<file path="config.mk">
export PLATFORM = sky130hd
export DESIGN_NAME = matmul_scheduler_flat
export DESIGN_NICKNAME = d
export VERILOG_FILES = /design/src/rtl/matmul_if.sv /design/src/rtl/matmul_scheduler.sv /design/src/flat_wrapper.sv
export SDC_FILE = /design/constraint.sdc
export NUM_CORES = 1
export LEC_CHECK = 0
export CORE_MARGIN = 4
export CORE_UTILIZATION = 52
export CTS_CLUSTER_DIAMETER = 40
export CTS_CLUSTER_SIZE = 24
export DETAILED_ROUTE_END_ITERATION = 8
export GPL_ROUTABILITY_DRIVEN = 0
export HOLD_SLACK_MARGIN = 0.08
export PLACE_DENSITY = 0.77
export SLEW_MARGIN = 20
export SYNTH_ARGS = -nofsm -noshare
export SYNTH_HDL_FRONTEND = slang
export SYNTH_SLANG_ARGS = --single-unit
</file>
<file path="constraint.sdc">
create_clock -name clk -period 2.48 [get_ports clk]
set_input_delay 0.248 -clock clk [delete_from_list [all_inputs] [get_ports clk]]
set_output_delay 0.248 -clock clk [all_outputs]
set_load 0.005 [all_outputs]
</file>
<file path="src/rtl/matmul_if.sv">
// Handshake and memory/MAC strobes between the top-level controller and the matmul sequencer.
interface matmul_if #(
    parameter int ADDR_W = 6
);
    logic              start;
    logic [3:0]        matrix_size;
    logic              rd_en;
    logic [ADDR_W-1:0] addr_a;
    logic [ADDR_W-1:0] addr_b;
    logic              mac_en;
    logic              mac_clr;
    logic              wr_c;
    logic [ADDR_W-1:0] addr_c;
    logic              busy;
    logic              done;
    logic              size_err;

    modport master (
        output start, matrix_size,
        input  rd_en, addr_a, addr_b, mac_en, mac_clr, wr_c, addr_c, busy, done, size_err
    );

    modport slave (
        input  start, matrix_size,
        output rd_en, addr_a, addr_b, mac_en, mac_clr, wr_c, addr_c, busy, done, size_err
    );
endinterface

</file>
<file path="src/rtl/matmul_scheduler.sv">
// Walks (i, j, k) of C = A x B, issuing operand reads, MAC clear/enable and result writes.
module matmul_scheduler #(
    parameter int MAX_N  = 8,
    parameter int ADDR_W = 6
) (
    input  logic     clk,
    input  logic     rst,
    matmul_if.slave  bus
);
    typedef enum logic [1:0] {IDLE, RUN, DRAIN, DONE} state_t;

    localparam logic [3:0] MAX_N4 = 4'(MAX_N);

    state_t            state, state_nxt;
    logic [3:0]        n_q, i_q, j_q, k_q;
    logic              drain_q, err_q;
    logic [ADDR_W-1:0] a_q, b_q, row_q, c1_q, c_q;
    logic              mac_en_q, mac_clr_q, wr1_q, wr_q;
    logic              size_ok, k_last, j_last, i_last, run_last, rd;
    logic [ADDR_W-1:0] n_ext;

    assign size_ok  = (bus.matrix_size != 4'd0) && (bus.matrix_size <= MAX_N4);
    assign k_last   = (k_q == n_q - 4'd1);
    assign j_last   = (j_q == n_q - 4'd1);
    assign i_last   = (i_q == n_q - 4'd1);
    assign run_last = k_last && j_last && i_last;
    assign n_ext    = ADDR_W'(n_q);

    always_ff @(posedge clk) begin
        if (rst) begin
            state <= IDLE;
        end else begin
            state <= state_nxt;
        end
    end

    always_comb begin
        state_nxt = state;
        rd        = 1'b0;
        case (state)
            IDLE:  if (bus.start) state_nxt = size_ok ? RUN : DONE;
            RUN: begin
                rd = 1'b1;
                if (run_last) state_nxt = DRAIN;
            end
            DRAIN: if (drain_q) state_nxt = DONE;
            DONE:  state_nxt = IDLE;
            default: state_nxt = IDLE;
        endcase
    end

    always_ff @(posedge clk) begin
        if (rst) begin
            n_q       <= '0;
            i_q       <= '0;
            j_q       <= '0;
            k_q       <= '0;
            a_q       <= '0;
            b_q       <= '0;
            row_q     <= '0;
            c1_q      <= '0;
            c_q       <= '0;
            mac_en_q  <= 1'b0;
            mac_clr_q <= 1'b0;
            wr1_q     <= 1'b0;
            wr_q      <= 1'b0;
            drain_q   <= 1'b0;
            err_q     <= 1'b0;
        end else begin
            mac_en_q  <= rd;
            mac_clr_q <= rd && (k_q == 4'd0);
            wr1_q     <= rd && k_last;
            wr_q      <= wr1_q;
            drain_q   <= (state == DRAIN) && !drain_q;
            if (rd && k_last) c1_q <= row_q + ADDR_W'(j_q);
            if (wr1_q) c_q <= c1_q;

            case (state)
                IDLE: begin
                    if (bus.start) begin
                        n_q   <= bus.matrix_size;
                        err_q <= !size_ok;
                        if (size_ok) begin
                            i_q   <= '0;
                            j_q   <= '0;
                            k_q   <= '0;
                            a_q   <= '0;
                            b_q   <= '0;
                            row_q <= '0;
                        end
                    end
                end
                RUN: begin
                    // Counters freeze on the last read so the address outputs hold it.
                    if (!run_last) begin
                        if (!k_last) begin
                            k_q <= k_q + 4'd1;
                            a_q <= a_q + ADDR_W'(1);
                            b_q <= b_q + n_ext;
                        end else begin
                            k_q <= '0;
                            if (!j_last) begin
                                j_q <= j_q + 4'd1;
                                a_q <= row_q;
                                b_q <= ADDR_W'(j_q + 4'd1);
                            end else begin
                                j_q   <= '0;
                                i_q   <= i_q + 4'd1;
                                row_q <= row_q + n_ext;
                                a_q   <= row_q + n_ext;
                                b_q   <= '0;
                            end
                        end
                    end
                end
                default: ;
            endcase
        end
    end

    assign bus.rd_en    = rd;
    assign bus.addr_a   = a_q;
    assign bus.addr_b   = b_q;
    assign bus.mac_en   = mac_en_q;
    assign bus.mac_clr  = mac_clr_q;
    assign bus.wr_c     = wr_q;
    assign bus.addr_c   = c_q;
    assign bus.busy     = (state != IDLE);
    assign bus.done     = (state == DONE);
    assign bus.size_err = (state == DONE) && err_q;
endmodule

</file>
<file path="src/flat_wrapper.sv">
// flat-port wrapper written by rule: the top's interface ports become plain ports
module matmul_scheduler_flat 
#(
    parameter int MAX_N  = 8,
    parameter int ADDR_W = 6
)
  (clk, rst, bus_start, bus_matrix_size, bus_rd_en, bus_addr_a, bus_addr_b, bus_mac_en, bus_mac_clr, bus_wr_c, bus_addr_c, bus_busy, bus_done, bus_size_err);
  matmul_if #(.ADDR_W(ADDR_W)) bus_i ();
  input  logic clk;
  input  logic rst;
  input wire logic [$bits(bus_i.start)-1:0] bus_start;
  input wire logic [$bits(bus_i.matrix_size)-1:0] bus_matrix_size;
  output wire logic [$bits(bus_i.rd_en)-1:0] bus_rd_en;
  output wire logic [$bits(bus_i.addr_a)-1:0] bus_addr_a;
  output wire logic [$bits(bus_i.addr_b)-1:0] bus_addr_b;
  output wire logic [$bits(bus_i.mac_en)-1:0] bus_mac_en;
  output wire logic [$bits(bus_i.mac_clr)-1:0] bus_mac_clr;
  output wire logic [$bits(bus_i.wr_c)-1:0] bus_wr_c;
  output wire logic [$bits(bus_i.addr_c)-1:0] bus_addr_c;
  output wire logic [$bits(bus_i.busy)-1:0] bus_busy;
  output wire logic [$bits(bus_i.done)-1:0] bus_done;
  output wire logic [$bits(bus_i.size_err)-1:0] bus_size_err;
  assign bus_i.start = bus_start;
  assign bus_i.matrix_size = bus_matrix_size;
  assign bus_rd_en = bus_i.rd_en;
  assign bus_addr_a = bus_i.addr_a;
  assign bus_addr_b = bus_i.addr_b;
  assign bus_mac_en = bus_i.mac_en;
  assign bus_mac_clr = bus_i.mac_clr;
  assign bus_wr_c = bus_i.wr_c;
  assign bus_addr_c = bus_i.addr_c;
  assign bus_busy = bus_i.busy;
  assign bus_done = bus_i.done;
  assign bus_size_err = bus_i.size_err;
  matmul_scheduler #(.MAX_N(MAX_N), .ADDR_W(ADDR_W)) u_core (.clk(clk), .rst(rst), .bus(bus_i));
endmodule
</file>
# Word-level counts from Yosys, hierarchy flattened
# Cells that the tools add are included.
[word_totals]
ff_bits = 54
inputBits = 7
out_inout_bits = 25
wordCells = 90
[classes]
addsub = 9
n_lt_le_gt_ge = 1
eq_ne = 13
n_mux = 32
reduce_logical = 19
[ops]
columns = ["operator", "n"]
rows = [
  ["$mux 6", 10],
  ["$mux 4", 10],
  ["$pmux 6 s2", 3],
  ["$pmux 4 s2", 3],
  ["$add 6x4->6", 3],
  ["$add 4x1->4 const B", 3],
  ["$eq 4x4->1", 3],
  ["$ne 2x1->1 const B", 5],
  ["$mux 2", 4],
  ["$pmux 2 s4", 1],
  ["$logic_and 1x1->1", 7],
  ["$add 6x1->6 const B", 1],
  ["$reduce_and 6->1", 1],
  ["$add 4x1->5 const B", 1],
  ["$reduce_and 5->1", 1],
  ["$eq 2x2->1 const B", 2],
  ["$le 4x4->1 const B", 1],
  ["$logic_not 4->1", 1],
  ["$ne 2x2->1 const B", 2],
  ["$reduce_and 4->1", 1],
  ["$reduce_bool 2->1", 2],
  ["$reduce_bool 4->1", 1],
  ["$sub 4x1->4 const B", 1],
  ["$reduce_and 3->1", 1],
  ["5 further kinds", 6],
]

# Depth between registers and ports, before layout
[depth]
depth_word = 6
mapped_depth = 10

# Worst setup path after synthesis
# No wires, ideal clock.
[synth_timing]
path_type = "register -> register"
startpoint = "register u_core.n_q[1]"
endpoint = "register u_core.k_q[1]"
setup_ps = 114
t_arrival_ps = 2343
slack_ps = 23
stages_incl_launch_ff = 10
synth_period_minus_slack_ps = 2457
cell_sequence = "dfxtp_1 inv_1 ha_1 xor2_1 nand3_1 or4_4 o21ai_2 buf_6 mux2i_1 nor2_1"
[synth_via]
elab_chain_len = 6
word_cells_on_any_way = 11
cone_classes = "1 x add/sub; 4 x eq/ne; 3 x mux; 3 x reduce/logical"
[synth_rtl]
columns = ["element", "line_no", "text"]
rows = [
  ["from (decl)", "matmul_scheduler.sv:15", "logic [3:0] n_q, i_q, j_q, k_q;"],
  ["from (signal assigned)", "matmul_scheduler.sv:81", "n_q <= bus.matrix_size;"],
  ["$sub 4x1->4 *", "matmul_scheduler.sv:23, matmul_scheduler.sv:24, matmul_scheduler.sv:25", ""],
  ["$eq 4x4->1 (on tied branches)", "matmul_scheduler.sv:23, matmul_scheduler.sv:24", ""],
  ["$logic_and 1x1->1 (2 in series)", "matmul_scheduler.sv:26", "assign run_last = k_last && j_last && i_last;"],
  ["$ne 2x2->1 (no source line)", "n/a", ""],
  ["$reduce_and 4->1 (no source line)", "n/a", ""],
  ["to (signal assigned)", "matmul_scheduler.sv:97", "k_q <= k_q + 4'd1;"],
  ["to (decl)", "matmul_scheduler.sv:15", ""],
]
# Every way passes the cells marked *; elsewhere a longest branch is shown, timed or not. The select of a mux whose other input is x is not followed.
# A chain may end at the register's enable or synchronous reset.

# Worst setup path after layout
[layout_timing]
startpoint = "register u_core.state[0]"
endpoint = "register u_core.i_q[0]"
[layout_via]
elab_chain_len = 3
word_cells_on_any_way = 10
cone_classes = "6 x eq/ne; 1 x mux; 3 x reduce/logical"
[layout_rtl]
columns = ["element", "line_no", "text"]
rows = [
  ["from (decl)", "matmul_scheduler.sv:14", "state_t state, state_nxt;"],
  ["from (signal assigned)", "matmul_scheduler.sv:33", "state <= state_nxt;"],
  ["$eq 2x1->1 / $logic_not 2->1 (equally long branches)", "matmul_scheduler.sv:78", "case (state)"],
  ["$ne 2x1->1 (no source line) (tied with other cells)", "n/a", ""],
  ["$reduce_and 6->1 (no source line)", "n/a", ""],
  ["to (signal assigned)", "matmul_scheduler.sv:108", "i_q <= i_q + 4'd1;"],
  ["to (decl)", "matmul_scheduler.sv:15", ""],
]
# Several ways; a longest one is shown, not always the timed one.

==> impl_metrics.tcl <==
set metrics [dict create \
    grtUsageTotal 0.233 \
    initial_core_util 0.544 \
    skew_ps 10.4 \
    numCtsBuffers 5 \
    slew_headroom 0.664 \
    fin_ws_ps 165 \
    cts_tree "yes" \
    row_count 28 \
    yosysWarnings 0 \
    final_cells 495 \
    powerDensity_nw_per_um2 612 \
    worstPathArrival_ps 2550 \
    drc 0 \
    antenna_found_initial 0 \
    crit_fanout 6 \
    core_um2 6030 \
    clk_pin_slew_ps 110 \
    place_inst 485 \
    hold_buffers 0 \
    cts_root_buf "clkbuf_8" \
    drive_gt1_frac 0.140 \
    fp.dieW_um 87.4 \
    n_antenna_cell 0 \
    worstHoldPathCells 1 \
    crit_type "flip-flop to flip-flop" \
    synth_nets 403 \
    syn_avg_cell_area_um2 8.85 \
    syn2layout_area_growth_pct 20.9 \
    die_area_um2 7630 \
    end_kind "flip-flop" \
    max_clock_freq_ghz 0.432 \
    gr-total-overflow 0 \
    die_h_um 87.4 \
    io_pins 32 \
    netlist_area_um2 3280 \
    synth-edff-count 0 \
    grt_max_degree 35 \
    cap_viol_max_count 0 \
    period_needed_ps 2320 \
    fin_nets 452 \
    rsz0062_at_grt "false" \
    port_buffers 31 \
    setup.worst_path.start_class "flip-flop" \
    hp-class "flip-flop to flip-flop" \
    synthArstFlopShare 0 \
    status "complete, no violations" \
    drtAntennaViolNets 0 \
    grt_pass1_vias 2914 \
    ir_worst_vdd_v 0.000412 \
    grt_pass1_wl_um 14000 \
    clock-sinks 54 \
    via_per_inst 5.97 \
    dr.pass1.iters 5 \
    setup_viol 0 \
    synth-seq-area-share 0.330 \
    r2r_cells 9 \
    worst_pin_slew_ps 503 \
    insertion_delay_ps 320 \
    hold_slack_ps 432 \
    fin_area_um2 3960 \
    syn-instance-count 370 \
    total_power_mw 2.42 \
    fin_crit_sh 0.934 \
    synth_ff_type "dfxtp_1" \
    wl_um 8500 \
    cts_max_level 2 \
    postPlaceCellArea_um2 3790 \
    drt_iter0_markers 258 \
    vias 2953 \
    pre_cts_ws_ps 26.5 \
    wl_per_cell_um 17.2 \
    cts_buffer_depth 2 \
    p_leak_nw 1.61 \
    synth.distinct_cells 58 \
    ys_ff_latch 54 \
    place_hpwl_um 6540 \
    hold_violations 0 \
    slew_violations 0 \
    cp_data_required_time_ps 2720 \
]
-- through the flow --
| step | utilization | TNS, ps |
|---|---|---|
| floorplan | - | 0 |
| global placement | 0.629 | -26.4 |
| detailed placement | 0.629 | 0 |
| CTS | 0.645 | 0 |
| global route | 0.657 | 0 |
| finish | 0.657 | 0 |
-- placed cells by master (no fill, tap or decap), types with 4 or more instances in the layout --
cell type and instances:
a22o_1 6, a211oi_1 5, a21o_1 8, xnor2_1 14
nor2_1 28, clkbuf_8 5, a21oi_1 24, inv_1 19
nand2b_1 6, clkdlybuf4s50_1 31, nand3_1 12, xor2_1 15
buf_4 27, ha_1 22, o21ai_0 19, nand2_1 32
nor3_1 7, o31ai_1 4, mux2i_1 7, dfxtp_1 52
-- kinds of logic (layout without fill, tap and decap cells) --
kind of cell	after synthesis	count (layout)	share of synthesized area
xor+xnor	35	35	0.108
buf+inv	36	86	0.0466
compound gates	94	94	0.201
mux	8	8	0.0248
simple gates	117	117	0.183
flops	54	54	0.330
fa+ha+maj	26	26	0.106
-- layout make-up --
type	count	area (µm²)
multi-input combinational	280	2100
clock inverter	3	26.3
timing repair buffer	58	513
tap	75	93.8
clock buffer	5	68.8
sequential	54	1080
inverter	20	75.1
fill	465	2070
-- final timing paths --
| path | startpoint | end | slack, ps |
|---|---|---|---|
| worst max-delay path | u_core.state[0] | u_core.i_q[0] | 160 |
| worst min-delay path | u_core.drain_q | u_core.drain_q | 430 |
| worst max register to register | u_core.state[0] | u_core.i_q[0] | 160 |
| worst min register to register | u_core.drain_q | u_core.drain_q | 430 |
-- layer usage --
| layer | share of wire | GRT usage | vias up |
|---|---|---|---|
| met5 | 0 | 0 | - |
| met4 | 0.024 | 0.0809 | 0 |
| met3 | 0.071 | 0.0407 | 19 |
| met2 | 0.48 | 0.377 | 130 |
| met1 | 0.43 | 0.310 | 1386 |
| li1 | - | - | 1418 |
-- critical path, stage by stage, from the launching register on --
cell and delay, ps:
dfxtp_1 350, inv_1 130, ha_1 270, nand2_1 190, o32a_1 410, buf_4 190
nor2_1 150, and3_2 270, o21ai_0 100, a31oi_1 160
-- registers in the layout (all words and copies together), names as in the netlist, 2 cells and up --
signal / count
u_core.row_q: 6
u_core.n_q: 4
u_core.bus.addr_c: 6
u_core.j_q: 4
u_core.i_q: 4
u_core.k_q: 4
u_core.state: 2
u_core.c1_q: 6
u_core.bus.addr_b: 6
u_core.bus.addr_a: 6
-- Yosys cell counts, types with 3 or more instances --
master | number | area share
xor2_1 | 17 | 0.045
a22o_1 | 6 | 0.016
o21ai_0 | 20 | 0.031
a211oi_1 | 5 | 0.011
and2_1 | 3 | 0.0057
nand2b_1 | 6 | 0.011
nor4b_1 | 3 | 0.0080
dfxtp_1 | 54 | 0.33
fa_1 | 3 | 0.018
nor2b_1 | 3 | 0.0057
clkbuf_1 | 11 | 0.013
inv_1 | 19 | 0.022
nor2_1 | 28 | 0.032
nor3_1 | 8 | 0.012
or4_1 | 3 | 0.0069
o211ai_1 | 3 | 0.0069
and3_1 | 4 | 0.0076
a21o_1 | 8 | 0.018
xnor3_1 | 3 | 0.021
a21oi_1 | 24 | 0.037
ha_1 | 23 | 0.088
nand3_1 | 15 | 0.023
mux2i_1 | 7 | 0.021
xnor2_1 | 14 | 0.037
nand2_1 | 32 | 0.037
o31ai_1 | 4 | 0.0092
a221oi_1 | 3 | 0.0080
-- what timing repair did --
item,CTS,global route
setup buffers,0,2
setup endpoints to repair,0,28
gates resized for setup,0,14
-- report_power, final --
part,leakage (nW),internal [mW],switching [mW]
clock network,0.0491,0.209,0.323
registers,0.437,0.914,0.0498
logic,1.12,0.387,0.542
(Power assumes the default switching activity.)
